File: config.mk
export PLATFORM = sky130hd
export DESIGN_NAME = acc_out_port
export DESIGN_NICKNAME = d
export VERILOG_FILES = /design/src/rtl/acc_out_port.sv
export SDC_FILE = /design/constraint.sdc
export NUM_CORES = 1
export LEC_CHECK = 0
export BUFFER_PORTS_ARGS = -buffer_cell sky130_fd_sc_hd__buf_4
export CORE_UTILIZATION = 57
export DETAILED_ROUTE_END_ITERATION = 8
export PLACE_DENSITY = 0.88
export SYNTH_ARGS = -nofsm -noshare
export SYNTH_HDL_FRONTEND = slang
export SYNTH_SLANG_ARGS = --single-unit
File: constraint.sdc
create_clock -name clk -period 7.3 [get_ports clk]
set_clock_uncertainty 0.1 [all_clocks]
set_input_delay 1.46 -clock clk [delete_from_list [all_inputs] [get_ports clk]]
set_output_delay 1.46 -clock clk [all_outputs]
set_load 0.02 [all_outputs]
File: src/rtl/acc_out_port.sv
// acc_out_port: store-side FIFO that drains CPU store data to a peripheral over valid/ready
module acc_out_port #(
   parameter int DATA_W = 8,
   parameter int DEPTH  = 4,
   parameter int CNT_W  = 3
) (
   input  logic              clk,
   input  logic              CLR,
   input  logic [DATA_W-1:0] acc_in,
   input  logic [DATA_W-1:0] reg_in,
   input  logic [DATA_W-1:0] imm_in,
   input  logic              S1,
   input  logic              S0,
   input  logic              StoreOut,
   input  logic              ClrOvf,
   output logic [DATA_W-1:0] port_data,
   output logic              port_valid,
   input  logic              port_ready,
   output logic              full,
   output logic              empty,
   output logic [CNT_W-1:0]  count,
   output logic              ovf
);
   localparam int PTR_W = $clog2(DEPTH);

   logic [DATA_W-1:0] mem [DEPTH];
   logic [PTR_W-1:0]  wr_ptr, rd_ptr;
   logic [DATA_W-1:0] din;
   logic              push, pop, drop;

   // source mux plus handshake decode; outputs depend only on registered state
   always_comb begin
      din        = S1 ? imm_in : (S0 ? reg_in : acc_in);
      full       = count == CNT_W'(DEPTH);
      empty      = count == '0;
      port_valid = ~empty;
      port_data  = mem[rd_ptr];
      pop        = port_valid & port_ready;
      push       = StoreOut & (~full | pop);
      drop       = StoreOut & full & ~pop;
   end

   // storage: write the muxed word at the write pointer on an accepted push
   always_ff @(posedge clk or posedge CLR) begin
      if (CLR) begin
         for (int i = 0; i < DEPTH; i++) mem[i] <= '0;
      end else if (push) begin
         mem[wr_ptr] <= din;
      end
   end

   // pointers wrap naturally since DEPTH is a power of two; count tracks occupancy separately
   always_ff @(posedge clk or posedge CLR) begin
      if (CLR) begin
         wr_ptr <= '0;
         rd_ptr <= '0;
         count  <= '0;
      end else begin
         if (push) wr_ptr <= wr_ptr + 1'b1;
         if (pop) rd_ptr <= rd_ptr + 1'b1;
         count <= (push & ~pop) ? count + 1'b1 : (pop & ~push) ? count - 1'b1 : count;
      end
   end

   // sticky overflow flag; a dropped store wins over a simultaneous clear
   always_ff @(posedge clk or posedge CLR) begin
      if (CLR) ovf <= 1'b0;
      else     ovf <= drop | (ovf & ~ClrOvf);
   end
endmodule

==> impl_metrics.tcl <==
set metrics [dict create \
    grt_first_pass_wirelength_um 7130 \
    initial_utilization_pct 59.6 \
    synth_top_cells_by_area "dfrtp_1 (50%), o21ai_0 (16%), mux4_2 (9.0%), mux2_2 (5.1%), mux2i_1 (4.0%)" \
    grt_max_degree 41 \
    critPathKind "reg2out" \
    grt_overflow 0 \
    slew_viol_final 0 \
    hold_viol 0 \
    p_clk_share_pct 12.2 \
    yosys.area.top_type "dfrtp_1" \
    path_clk_slew_ns 0.11 \
    final_antenna_net_count 0 \
    cts_buffers 5 \
    via_per_inst 5.91 \
    synth_seq_area_share_pct 50.0 \
    worst_pin_slew_ns 0.561 \
    internal_power_mw 0.608 \
    postCtsSetupBuffers 0 \
    fmax_ghz 0.296 \
    hold_class "reg2reg" \
    post-place-ws_ns 3.74 \
    cts_max_level 2 \
    place.detailed.hpwl_um 3160 \
    die_y_um 61.3 \
    syn_to_final_growth_pct 22.3 \
    grt_util_all_layers_pct 27.6 \
    setup_viol 0 \
    synth_area_mm2 0.00200 \
    ys_warn_count 0 \
    ios 46 \
    gp_congestion 0.776 \
    ir_drop_mv 0.211 \
    antenna_found_initial 0 \
    yosysUniqueCellTypes 22 \
    slew-limit-headroom_pct 62.6 \
    dr.pass1.iters 4 \
    routedWlPerCell_um 16.9 \
    root_buffer "clkbuf_4" \
    die_area_mm2 0.00376 \
    fin_area_mm2 0.00245 \
    synth-seq-cells 40 \
    syn_inst 176 \
    wl_met3_um 239 \
    met2_length_um 2350 \
    cp.required_ns 5.74 \
    yosysTopAreaCellShare_pct 50.0 \
    end_kind "primary output" \
    cts_tree "done" \
    power.share.sequential_pct 41.0 \
    num_rows 21 \
    most-common-layout-cells "o21ai_0 (65), buf_4 (47), dfrtp_1 (40)" \
    cts.sinks 40 \
    fin_ws_ns 3.92 \
    period_needed_ns 3.38 \
    syn_avg_cell_area_um2 11.4 \
    switching_share_pct 39.4 \
    post-route-period-util_pct 46.3 \
    power.total_mw 1.00 \
    coreArea_mm2 0.00336 \
    fin_setup_tns_ns 0 \
    routed_wl_um 4510 \
    ctsHoldBuffers 0 \
    die_w_um 61.3 \
    p_sw_mw 0.395 \
    drc 0 \
    combPwrFrac_pct 46.8 \
    power.density_mw_per_mm2 409 \
    synth_nets 213 \
    highest_layer "met4" \
    cts_resized 0 \
    cp-start-kind "register" \
    rsz0062_at_grt "no" \
    p_leak_nw 1.11 \
    antenna_cells 0 \
    wl_met1_um 1830 \
    io_buffer_count 45 \
    nets 258 \
    mostFrequentLayoutCell "o21ai_0" \
    drtIter0Drc 116 \
    worstSkewPairLatency_ns 0.34 \
    grt_pass1_vias 1505 \
    final_layout_size_suffix_gt1_share_pct 33.9 \
    maxCapViolations 0 \
    cts_max_path_buffers 2 \
    crit_fanout 10 \
    placed_cell_area_mm2 0.00238 \
    whs_ns 0.414 \
    status "complete, no violations" \
    dr_total_vias 1577 \
    num-fill-cells 236 \
    worstPathArrival_ns 1.82 \
]
==> per-stage QoR <==
step	utilization, %	std cells
2_1_floorplan	-	176
3_3_place_gp	70.9	260
3_5_place_dp	70.9	260
4_1_cts	72.8	267
5_1_grt	72.8	267
6_report	72.8	267
==> synth_stat cells <==
cell and count:
nor3b_1 1, dfrtp_1 40, o21ai_0 65, ha_1 5, xor2_1 2, mux4_2 8
or3_1 1, nand2_1 6, mux2_2 9, xnor2_1 3, nor2_1 1, and2_4 1
clkbuf_1 6, fa_1 1, nor4b_2 1, inv_1 6, or4b_1 1, nand3_1 6
xnor2_2 1, buf_2 3, o21ai_2 1, mux2i_1 8
==> kinds of logic after synthesis <==
| logic type | share of synthesized area [%] |
|---|---|
| AO/OA/AOI/OAI | 16.7 |
| XOR/XNOR | 3.00 |
| adder cells (fa/ha/maj) | 4.12 |
| buffers and inverters | 3.00 |
| flip-flops | 50.0 |
| multiplexers | 18.1 |
| AND/OR/NAND/NOR | 5.18 |
==> routing by layer <==
layer | vias up | global-route usage, %
met5 | - | 0
met3 | 10 | 4.83
met2 | 49 | 47.2
met4 | 0 | 12.3
met1 | 785 | 34.3
li1 | 733 | -
==> cell type report <==
class | instances | area [um2] | share of cell area (%)
clock buffers | 7 | 65.1 | 2.66
inverters | 6 | 22.5 | 0.919
multi-input cells | 121 | 951 | 38.8
flip-flops and latches | 40 | 1000 | 40.9
well taps | 46 | 57.6 | 2.35
repair buffers | 47 | 353 | 14.4
==> path summary, 6_finish.rpt <==
check,endpoint,cells after the start,slack [ns],from
setup / recovery,port_data[5],2,3.92,rd_ptr[0]$_DFFE_PP0P_
hold / removal,mem[20]$_DFFE_PP0P_,2,0.41,mem[20]$_DFFE_PP0P_
setup reg to reg,count[1]$_DFFE_PP0P_,6,4.75,count[0]$_DFFE_PP0P_
hold reg to reg,mem[20]$_DFFE_PP0P_,2,0.41,mem[20]$_DFFE_PP0P_
max in group asynchronous,mem[28]$_DFFE_PP0P_,3,5.62,CLR
min in group asynchronous,mem[16]$_DFFE_PP0P_,3,1.13,CLR
==> state kept, by name, indices dropped and copies added (netlist names) <==
signal / cells
ovf: 1
mem: 32
count: 3
wr_ptr: 2
rd_ptr: 2
==> worst max-delay path: stages, from the launching register on <==
cell and delay, ns:
dfrtp_1 0.71, mux4_2 0.59, buf_4 0.17
==> power groups by stage <==
stage               sequential [mW]  combinational [mW]  clock [mW]
CTS                           0.411               0.472       0.124
floorplan                     0.381               0.331           0
finish                        0.411               0.470       0.122
detailed placement            0.417               0.469           0
global route                  0.427               0.516       0.132
global placement              0.410               0.453           0
Note: power is estimated with default switching activity, not from simulation.
